**src/rtl/rob_ctrl_pkg.sv**
```systemverilog
// Shared machine-wide constants and reorder-buffer types.
// Latency: n/a (types and constants only).
// Backpressure: n/a.
package common;
  localparam int MACHINE_WIDTH = 2;
  localparam int FU_NUM        = 4;
  typedef logic [31:0] word_t;
endpackage

package rob_pkg;
  import common::*;

  // Default geometry; rob_ctrl re-exposes these as overridable parameters.
  localparam int ROB_DEPTH_DEF = 16;
  localparam int PREG_W_DEF    = 6;
  localparam int AW_DEF        = $clog2(ROB_DEPTH_DEF);

  typedef logic [AW_DEF-1:0]     rob_addr_t;
  typedef logic [4:0]            areg_t;
  typedef logic [PREG_W_DEF-1:0] preg_t;

  // Full entry view at default geometry: status bits plus payload.
  typedef struct packed {
    logic  valid;
    logic  complete;
    areg_t dst;
    preg_t preg;
    word_t pc;
    word_t data;
  } rob_entry_t;

  // One retiring lane as seen by the commit stage.
  typedef struct packed {
    logic  valid;
    areg_t dst;
    preg_t preg;
    word_t data;
    word_t pc;
  } commit_t;
endpackage

```
**src/rtl/rob_commit_sel.sv**
```systemverilog
// Picks which of the oldest MACHINE_WIDTH entries retire this cycle.
// Latency: purely combinational from registered head-entry status.
// Backpressure: commit_ready_i low or flush_i high retires nothing.
module rob_commit_sel #(
  parameter int MACHINE_WIDTH = 2,
  parameter int AW            = 4
) (
  input  logic [MACHINE_WIDTH-1:0] head_done_i,
  input  logic [AW:0]              count_i,
  input  logic                     commit_ready_i,
  input  logic                     flush_i,
  output logic [MACHINE_WIDTH-1:0] commit_valid_o,
  output logic [AW:0]              commit_cnt_o
);

  logic [MACHINE_WIDTH:0] run;

  // Prefix-AND: the first not-done (or non-existent) entry stops all younger lanes.
  always_comb begin
    run            = '0;
    commit_valid_o = '0;
    commit_cnt_o   = '0;
    run[0]         = commit_ready_i & ~flush_i;
    for (int k = 0; k < MACHINE_WIDTH; k++) begin
      run[k+1]          = run[k] & head_done_i[k] & ((AW+1)'(k) < count_i);
      commit_valid_o[k] = run[k+1];
      if (run[k+1]) begin
        commit_cnt_o = commit_cnt_o + (AW+1)'(1);
      end
    end
  end

endmodule

```
**src/rtl/rob_ctrl.sv**
```systemverilog
// Reorder buffer: multi-lane allocate, multi-port writeback, in-order multi-lane commit.
// Latency: alloc -> writeback next cycle -> commit visible the cycle after (2 cycles).
// Backpressure: alloc_ready drops below MACHINE_WIDTH free slots; commit_ready stalls retire.
module rob_ctrl
  import rob_pkg::*;
#(
  parameter int MACHINE_WIDTH = common::MACHINE_WIDTH,
  parameter int ROB_DEPTH     = ROB_DEPTH_DEF,
  parameter int WB_PORTS      = common::FU_NUM,
  parameter int PREG_W        = PREG_W_DEF,
  localparam int AW           = $clog2(ROB_DEPTH)
) (
  input  logic                          clk,
  input  logic                          resetn,
  input  logic [MACHINE_WIDTH-1:0]      alloc_valid,
  input  logic [MACHINE_WIDTH*5-1:0]    alloc_dst,
  input  logic [MACHINE_WIDTH*PREG_W-1:0] alloc_preg,
  input  logic [MACHINE_WIDTH*32-1:0]   alloc_pc,
  output logic                          alloc_ready,
  output logic [MACHINE_WIDTH*AW-1:0]   rob_addr,
  input  logic [WB_PORTS-1:0]           wb_valid,
  input  logic [WB_PORTS*AW-1:0]        wb_addr,
  input  logic [WB_PORTS*32-1:0]        wb_data,
  input  logic                          commit_ready,
  output logic [MACHINE_WIDTH-1:0]      commit_valid,
  output logic [MACHINE_WIDTH*5-1:0]    commit_dst,
  output logic [MACHINE_WIDTH*PREG_W-1:0] commit_preg,
  output logic [MACHINE_WIDTH*32-1:0]   commit_data,
  output logic [MACHINE_WIDTH*32-1:0]   commit_pc,
  input  logic                          flush,
  output logic                          empty
);

  localparam logic [AW:0] DEPTH_C = (AW+1)'(ROB_DEPTH);
  localparam logic [AW:0] MW_C    = (AW+1)'(MACHINE_WIDTH);

  logic [AW-1:0]        head_q, head_d, tail_q, tail_d;
  logic [AW:0]          count_q, count_d;
  logic [ROB_DEPTH-1:0] valid_q, valid_d, complete_q, complete_d;
  logic [AW:0]          alloc_cnt, commit_cnt;
  logic [MACHINE_WIDTH-1:0] head_done;
  logic                 alloc_fire;

  // Payload storage is never reset; valid_q gates every use of it.
  areg_t                dst_mem  [ROB_DEPTH];
  logic [PREG_W-1:0]    preg_mem [ROB_DEPTH];
  common::word_t        pc_mem   [ROB_DEPTH];
  common::word_t        data_mem [ROB_DEPTH];

  // Free-space test uses registered count only, so same-cycle commits do not help.
  assign alloc_ready = (DEPTH_C - count_q) >= MW_C;
  assign alloc_fire  = alloc_ready & ~flush;
  assign empty       = (count_q == '0);

  // Tags offered to rename and the head-window view used by commit.
  always_comb begin
    rob_addr    = '0;
    head_done   = '0;
    commit_dst  = '0;
    commit_preg = '0;
    commit_data = '0;
    commit_pc   = '0;
    for (int i = 0; i < MACHINE_WIDTH; i++) begin
      rob_addr[i*AW +: AW]        = tail_q + AW'(i);
      head_done[i]                = valid_q[head_q + AW'(i)] & complete_q[head_q + AW'(i)];
      commit_dst[i*5 +: 5]        = dst_mem[head_q + AW'(i)];
      commit_preg[i*PREG_W +: PREG_W] = preg_mem[head_q + AW'(i)];
      commit_data[i*32 +: 32]     = data_mem[head_q + AW'(i)];
      commit_pc[i*32 +: 32]       = pc_mem[head_q + AW'(i)];
    end
  end

  rob_commit_sel #(
    .MACHINE_WIDTH (MACHINE_WIDTH),
    .AW            (AW)
  ) u_commit_sel (
    .head_done_i    (head_done),
    .count_i        (count_q),
    .commit_ready_i (commit_ready),
    .flush_i        (flush),
    .commit_valid_o (commit_valid),
    .commit_cnt_o   (commit_cnt)
  );

  // Next-state status bits and pointers; writeback, then retire, then allocate.
  always_comb begin
    valid_d    = valid_q;
    complete_d = complete_q;
    alloc_cnt  = '0;
    for (int p = 0; p < WB_PORTS; p++) begin
      if (wb_valid[p] && valid_q[wb_addr[p*AW +: AW]]) begin
        complete_d[wb_addr[p*AW +: AW]] = 1'b1;
      end
    end
    for (int k = 0; k < MACHINE_WIDTH; k++) begin
      if (commit_valid[k]) begin
        valid_d[head_q + AW'(k)] = 1'b0;
      end
    end
    for (int i = 0; i < MACHINE_WIDTH; i++) begin
      if (alloc_fire && alloc_valid[i]) begin
        valid_d[tail_q + AW'(i)]    = 1'b1;
        complete_d[tail_q + AW'(i)] = 1'b0;
        alloc_cnt                   = alloc_cnt + (AW+1)'(1);
      end
    end
    head_d  = AW'(head_q + commit_cnt);
    tail_d  = AW'(tail_q + alloc_cnt);
    count_d = count_q + alloc_cnt - commit_cnt;
    // Flush wins over everything that happened this cycle.
    if (flush) begin
      valid_d    = '0;
      complete_d = '0;
      head_d     = '0;
      tail_d     = '0;
      count_d    = '0;
    end
  end

  // Control state register with asynchronous clear.
  always_ff @(posedge clk or negedge resetn) begin
    if (!resetn) begin
      head_q     <= '0;
      tail_q     <= '0;
      count_q    <= '0;
      valid_q    <= '0;
      complete_q <= '0;
    end else begin
      head_q     <= head_d;
      tail_q     <= tail_d;
      count_q    <= count_d;
      valid_q    <= valid_d;
      complete_q <= complete_d;
    end
  end

  // Payload writes: allocation fields and writeback results, dropped on flush.
  always_ff @(posedge clk) begin
    if (!flush) begin
      for (int p = 0; p < WB_PORTS; p++) begin
        if (wb_valid[p] && valid_q[wb_addr[p*AW +: AW]]) begin
          data_mem[wb_addr[p*AW +: AW]] <= wb_data[p*32 +: 32];
        end
      end
    end
    for (int i = 0; i < MACHINE_WIDTH; i++) begin
      if (alloc_fire && alloc_valid[i]) begin
        dst_mem[tail_q + AW'(i)]  <= alloc_dst[i*5 +: 5];
        preg_mem[tail_q + AW'(i)] <= alloc_preg[i*PREG_W +: PREG_W];
        pc_mem[tail_q + AW'(i)]   <= alloc_pc[i*32 +: 32];
      end
    end
  end

endmodule

```
**config.mk**
```make
export PLATFORM = sky130hd
export DESIGN_NAME = rob_ctrl
export DESIGN_NICKNAME = d
export VERILOG_FILES = /design/src/rtl/rob_ctrl_pkg.sv /design/src/rtl/rob_commit_sel.sv /design/src/rtl/rob_ctrl.sv
export SDC_FILE = /design/constraint.sdc
export NUM_CORES = 2
export LEC_CHECK = 0
export CAP_MARGIN = 20
export CORE_MARGIN = 4
export CORE_UTILIZATION = 46
export CTS_CLUSTER_SIZE = 16
export DETAILED_ROUTE_END_ITERATION = 10
export GPL_ROUTABILITY_DRIVEN = 0
export PLACE_DENSITY = 0.66
export SLEW_MARGIN = 25
export SYNTH_ARGS = -nofsm -noshare
export SYNTH_HDL_FRONTEND = slang
export SYNTH_SLANG_ARGS = --single-unit
```
**constraint.sdc**
```tcl
create_clock -name clk -period 4.9 [get_ports clk]
set_input_delay 0.49 -clock clk [delete_from_list [all_inputs] [get_ports clk]]
set_output_delay 0.49 -clock clk [all_outputs]
set_load 0.005 [all_outputs]
```
==> flow_metrics.env <==
export IMPL_fmaxAchievable_mhz=207
export IMPL_drt_total_wl_mm=336
export IMPL_layout_cells_non_filler=9087
export IMPL_synth_xor_xnor_area_share=0.00156
export IMPL_detail_route_drc_violations=0
export IMPL_avgSynthCellArea_um2=12.9
export IMPL_antenna_found_initial=69
export IMPL_hold_path_class="in -> reg"
export IMPL_min_from="flush"
export IMPL_h_tree_depth=4
export IMPL_grt_overflow=0
export IMPL_grt_pass1_wl_mm=474
export IMPL_row_count=156
export IMPL_dp_slack_ns=0.618
export IMPL_synth_ff_latch_count=1245
export IMPL_path_clk_slew_ns=0.06
export IMPL_ant_nets=0
export IMPL_grt_max_degree=143
export IMPL_synthSimpleGateAreaFrac=0.0835
export IMPL_hold_viol=0
export IMPL_hold_path_end="tail_q[3]"
export IMPL_start_util=0.465
export IMPL_finalCoreUtilization=0.525
export IMPL_fin_ws_ns=0.0575
export IMPL_arrival_ns=4.35
export IMPL_synth_adder_area_share=0.00480
export IMPL_r2r_start="head_q[1]"
export IMPL_cts_sinks=1245
export IMPL_yosysTopAreaCellShare=0.427
export IMPL_area_delta_synth_final_pct=13.0
export IMPL_die_width_um=436
export IMPL_dieArea_um2=190000
export IMPL_synth_cell_types=86
export IMPL_track_usage=0.345
export IMPL_setup_viol=0
export IMPL_numPortBuffers=401
export IMPL_hold_depth=3
export IMPL_cp_start_kind="register"
export IMPL_p_leak_uw=0.0333
export IMPL_critPathCaptureType="output pin"
export IMPL_dr_total_vias=65500
export IMPL_syn_nets=6826
export IMPL_cap_viol_max_count=0
export IMPL_cpPeakStageDelay_ns=0.62
export IMPL_min_period_over_period=0.988
export IMPL_rsz0062_at_grt="true"
export IMPL_crit_required_ns=4.41
export IMPL_outcome="complete, no violations"
export IMPL_synth_area_top_cells="edfxtp_1 (43%), mux4_2 (21%), mux2_2 (5.3%)"
export IMPL_synth_flop_cell="edfxtp_1"
export IMPL_criticalPathCategory="reg -> out"
export IMPL_grtUsageMet2=0.523
export IMPL_cp_startpoint="head_q[1]"
export IMPL_synth_edf_count=1200
export IMPL_p_per_area_nw_per_um2=288
export IMPL_dr_pass1_iters=10
export IMPL_r2r_setup_slack_ns=0.61
export IMPL_r2r_cells=19
export IMPL_drv_slew=0
export IMPL_synth_top_family_by_area="multiplexers"
export IMPL_cts_buffers=148
export IMPL_cpMaxStageDelayCell="mux4_2"
export IMPL_layout_drive_gt1_share=0.287
export IMPL_synthesis_instances=6556
export IMPL_fp_coreArea_um2=182000
export IMPL_yosysWarnings=0
export IMPL_path_common_cell="mux4_2"
export IMPL_critical_path_cell_chain="inv_1 -> ha_4 -> buf_12 -> mux4_2 -> mux4_2 -> clkdlybuf4s50_1"
export IMPL_clockBufferDepth=3
export IMPL_critPathMaxFanout=104
export IMPL_placed_cells=8760
export IMPL_final_nets=6733
export IMPL_die_h_um=436
export IMPL_ys_async_sr_fraction=0.0361
export IMPL_muxShareOfSynthArea=0.338
export IMPL_grt_use_met1=0.418
export IMPL_finalPower_uw=27500
export IMPL_synth_area_um2=84400
export IMPL_wl_per_cell_um=36.9
export IMPL_drt_iter0_markers=10400
export IMPL_tightestPinTransition_ns=1.18
export IMPL_use_met3=0.101
export IMPL_postCtsSetupBuffers=0
export IMPL_reg2reg_to="count_q[4]"
export IMPL_synth_seq_area_share=0.440
export IMPL_slew_headroom=0.211
export IMPL_clk_latency_ns=0.83
export IMPL_cts_root_buf="clkbuf_16"
export IMPL_vias_per_cell=7.21
export IMPL_period_minus_slack_ns=4.84
export IMPL_synth_compound_area_frac=0.0862
export IMPL_grt_pass1_vias=64200
export IMPL_skew_ns=0.0370
export IMPL_vdd_drop_max_uv=309
export IMPL_yosysTopAreaCell="edfxtp_1"
export IMPL_gr_max_usage_layer="met2"
export IMPL_cts_tree="done"
export IMPL_dp_hpwl_mm=187
export IMPL_io_pin_count=402
## worst max-delay path by stage
stage          cells after the start  slack (ns)              end
5_1_grt                            5       -0.03     commit_pc[1]
6_report                           6        0.06  commit_data[63]
3_3_place_gp                      19        0.61       count_q[4]
2_1_floorplan                     24        0.14       count_q[4]
4_1_cts                            6        0.02    commit_dst[9]
3_5_place_dp                       5        0.62  commit_data[33]
## what timing repair did
| action | CTS | global route |
|---|---|---|
| gates cloned | 1 | 0 |
| gates resized for setup | 4 | 6 |
| hold endpoints to repair | 45 | 0 |
| hold buffers | 1 | 0 |
| endpoints found under the setup margin | 45 | 35 |
## state kept, by name, summed over array words and instances (netlist names), 5 cells and up
register    count
data_mem      512
pc_mem        512
preg_mem       96
dst_mem        80
complete_q     16
valid_q        16
count_q         5
## report_power, final
group | internal [uW] | switching, uW | total (uW)
combinational | 1800 | 2300 | 4100
clock | 6180 | 4770 | 11000
sequential | 12200 | 230 | 12400
## metal layers
layer / vias up / part of all wire
met5: - / 0.00019
met4: 10 / 0.086
met3: 1572 / 0.13
met2: 5607 / 0.45
met1: 32800 / 0.33
li1: 25500 / -
## cell usage in the layout (no fill, tap or decap), types with 41 or more instances in the layout
cell,Yosys,routed
inv_1,47,44
mux4_2,769,769
clkbuf_16,0,152
a221oi_1,187,187
mux2_1,229,229
mux2i_1,369,369
buf_4,25,130
diode_2,0,59
o21ai_1,66,66
buf_12,1,59
a221oi_2,170,170
a211oi_1,59,59
dfrtp_1,45,41
nor2_1,952,949
clkdlybuf4s50_1,0,399
a21oi_1,119,119
edfxtp_1,1200,1200
mux2_2,398,398
o21ai_0,87,87
nand2_1,602,571
## cells by family after synthesis
logic type      count (synthesis)
buf+inv                       893
mux                          1796
xor+xnor                       12
simple gates                 1735
flops                        1245
compound gates                845
fa+ha+maj                      30
## stage by stage
step	hold slack, ns	setup TNS [ns]	cell area, um^2
after floorplan	0.194	0	84400
after global placement	0.560	0	90500
after detailed placement	0.565	0	90600
after CTS	0.190	0	95200
after global routing	0.229	-0.111	95400
final	0.227	0	95400
## cell usage after synthesis, types with 14 or more instances
cell type     n
a21oi_1     119
o21ai_0      87
inv_1        47
nand2_1     602
mux4_2      769
clkbuf_1    456
a221oi_1    187
mux2_4       31
and2_1       27
buf_2       222
mux2i_1     369
a21o_1       19
mux2_1      229
o31ai_1      22
a221oi_2    170
dfrtp_1      45
nor3_1       19
buf_6        17
mux2_2      398
nand3_1      22
nor2_1      952
a211oi_1     59
nor2b_1      24
ha_1         26
o21ai_1      66
edfxtp_1   1200
buf_4        25
and3_1       14
a31oi_1      38
buf_1       122
## area by class of cell
type	count	area, um^2
Fill cell	15100	86300
Multi-Input combinational cell	4418	43900
Sequential cell	1245	37200
Timing Repair Buffer	601	6360
Clock buffer	192	4000
Tap cell	2449	3060
Clock inverter	74	629
Inverter	49	188
Antenna cell	59	148
## worst max-delay path, delay by kind of cell (launching register included)
| family | cells | cell delay [ns] |
|---|---|---|
| flops | 1 | 0.58 |
| buf+inv | 3 | 1.02 |
| fa+ha+maj | 1 | 0.40 |
| mux | 2 | 1.05 |
(Power assumes the default switching activity.)
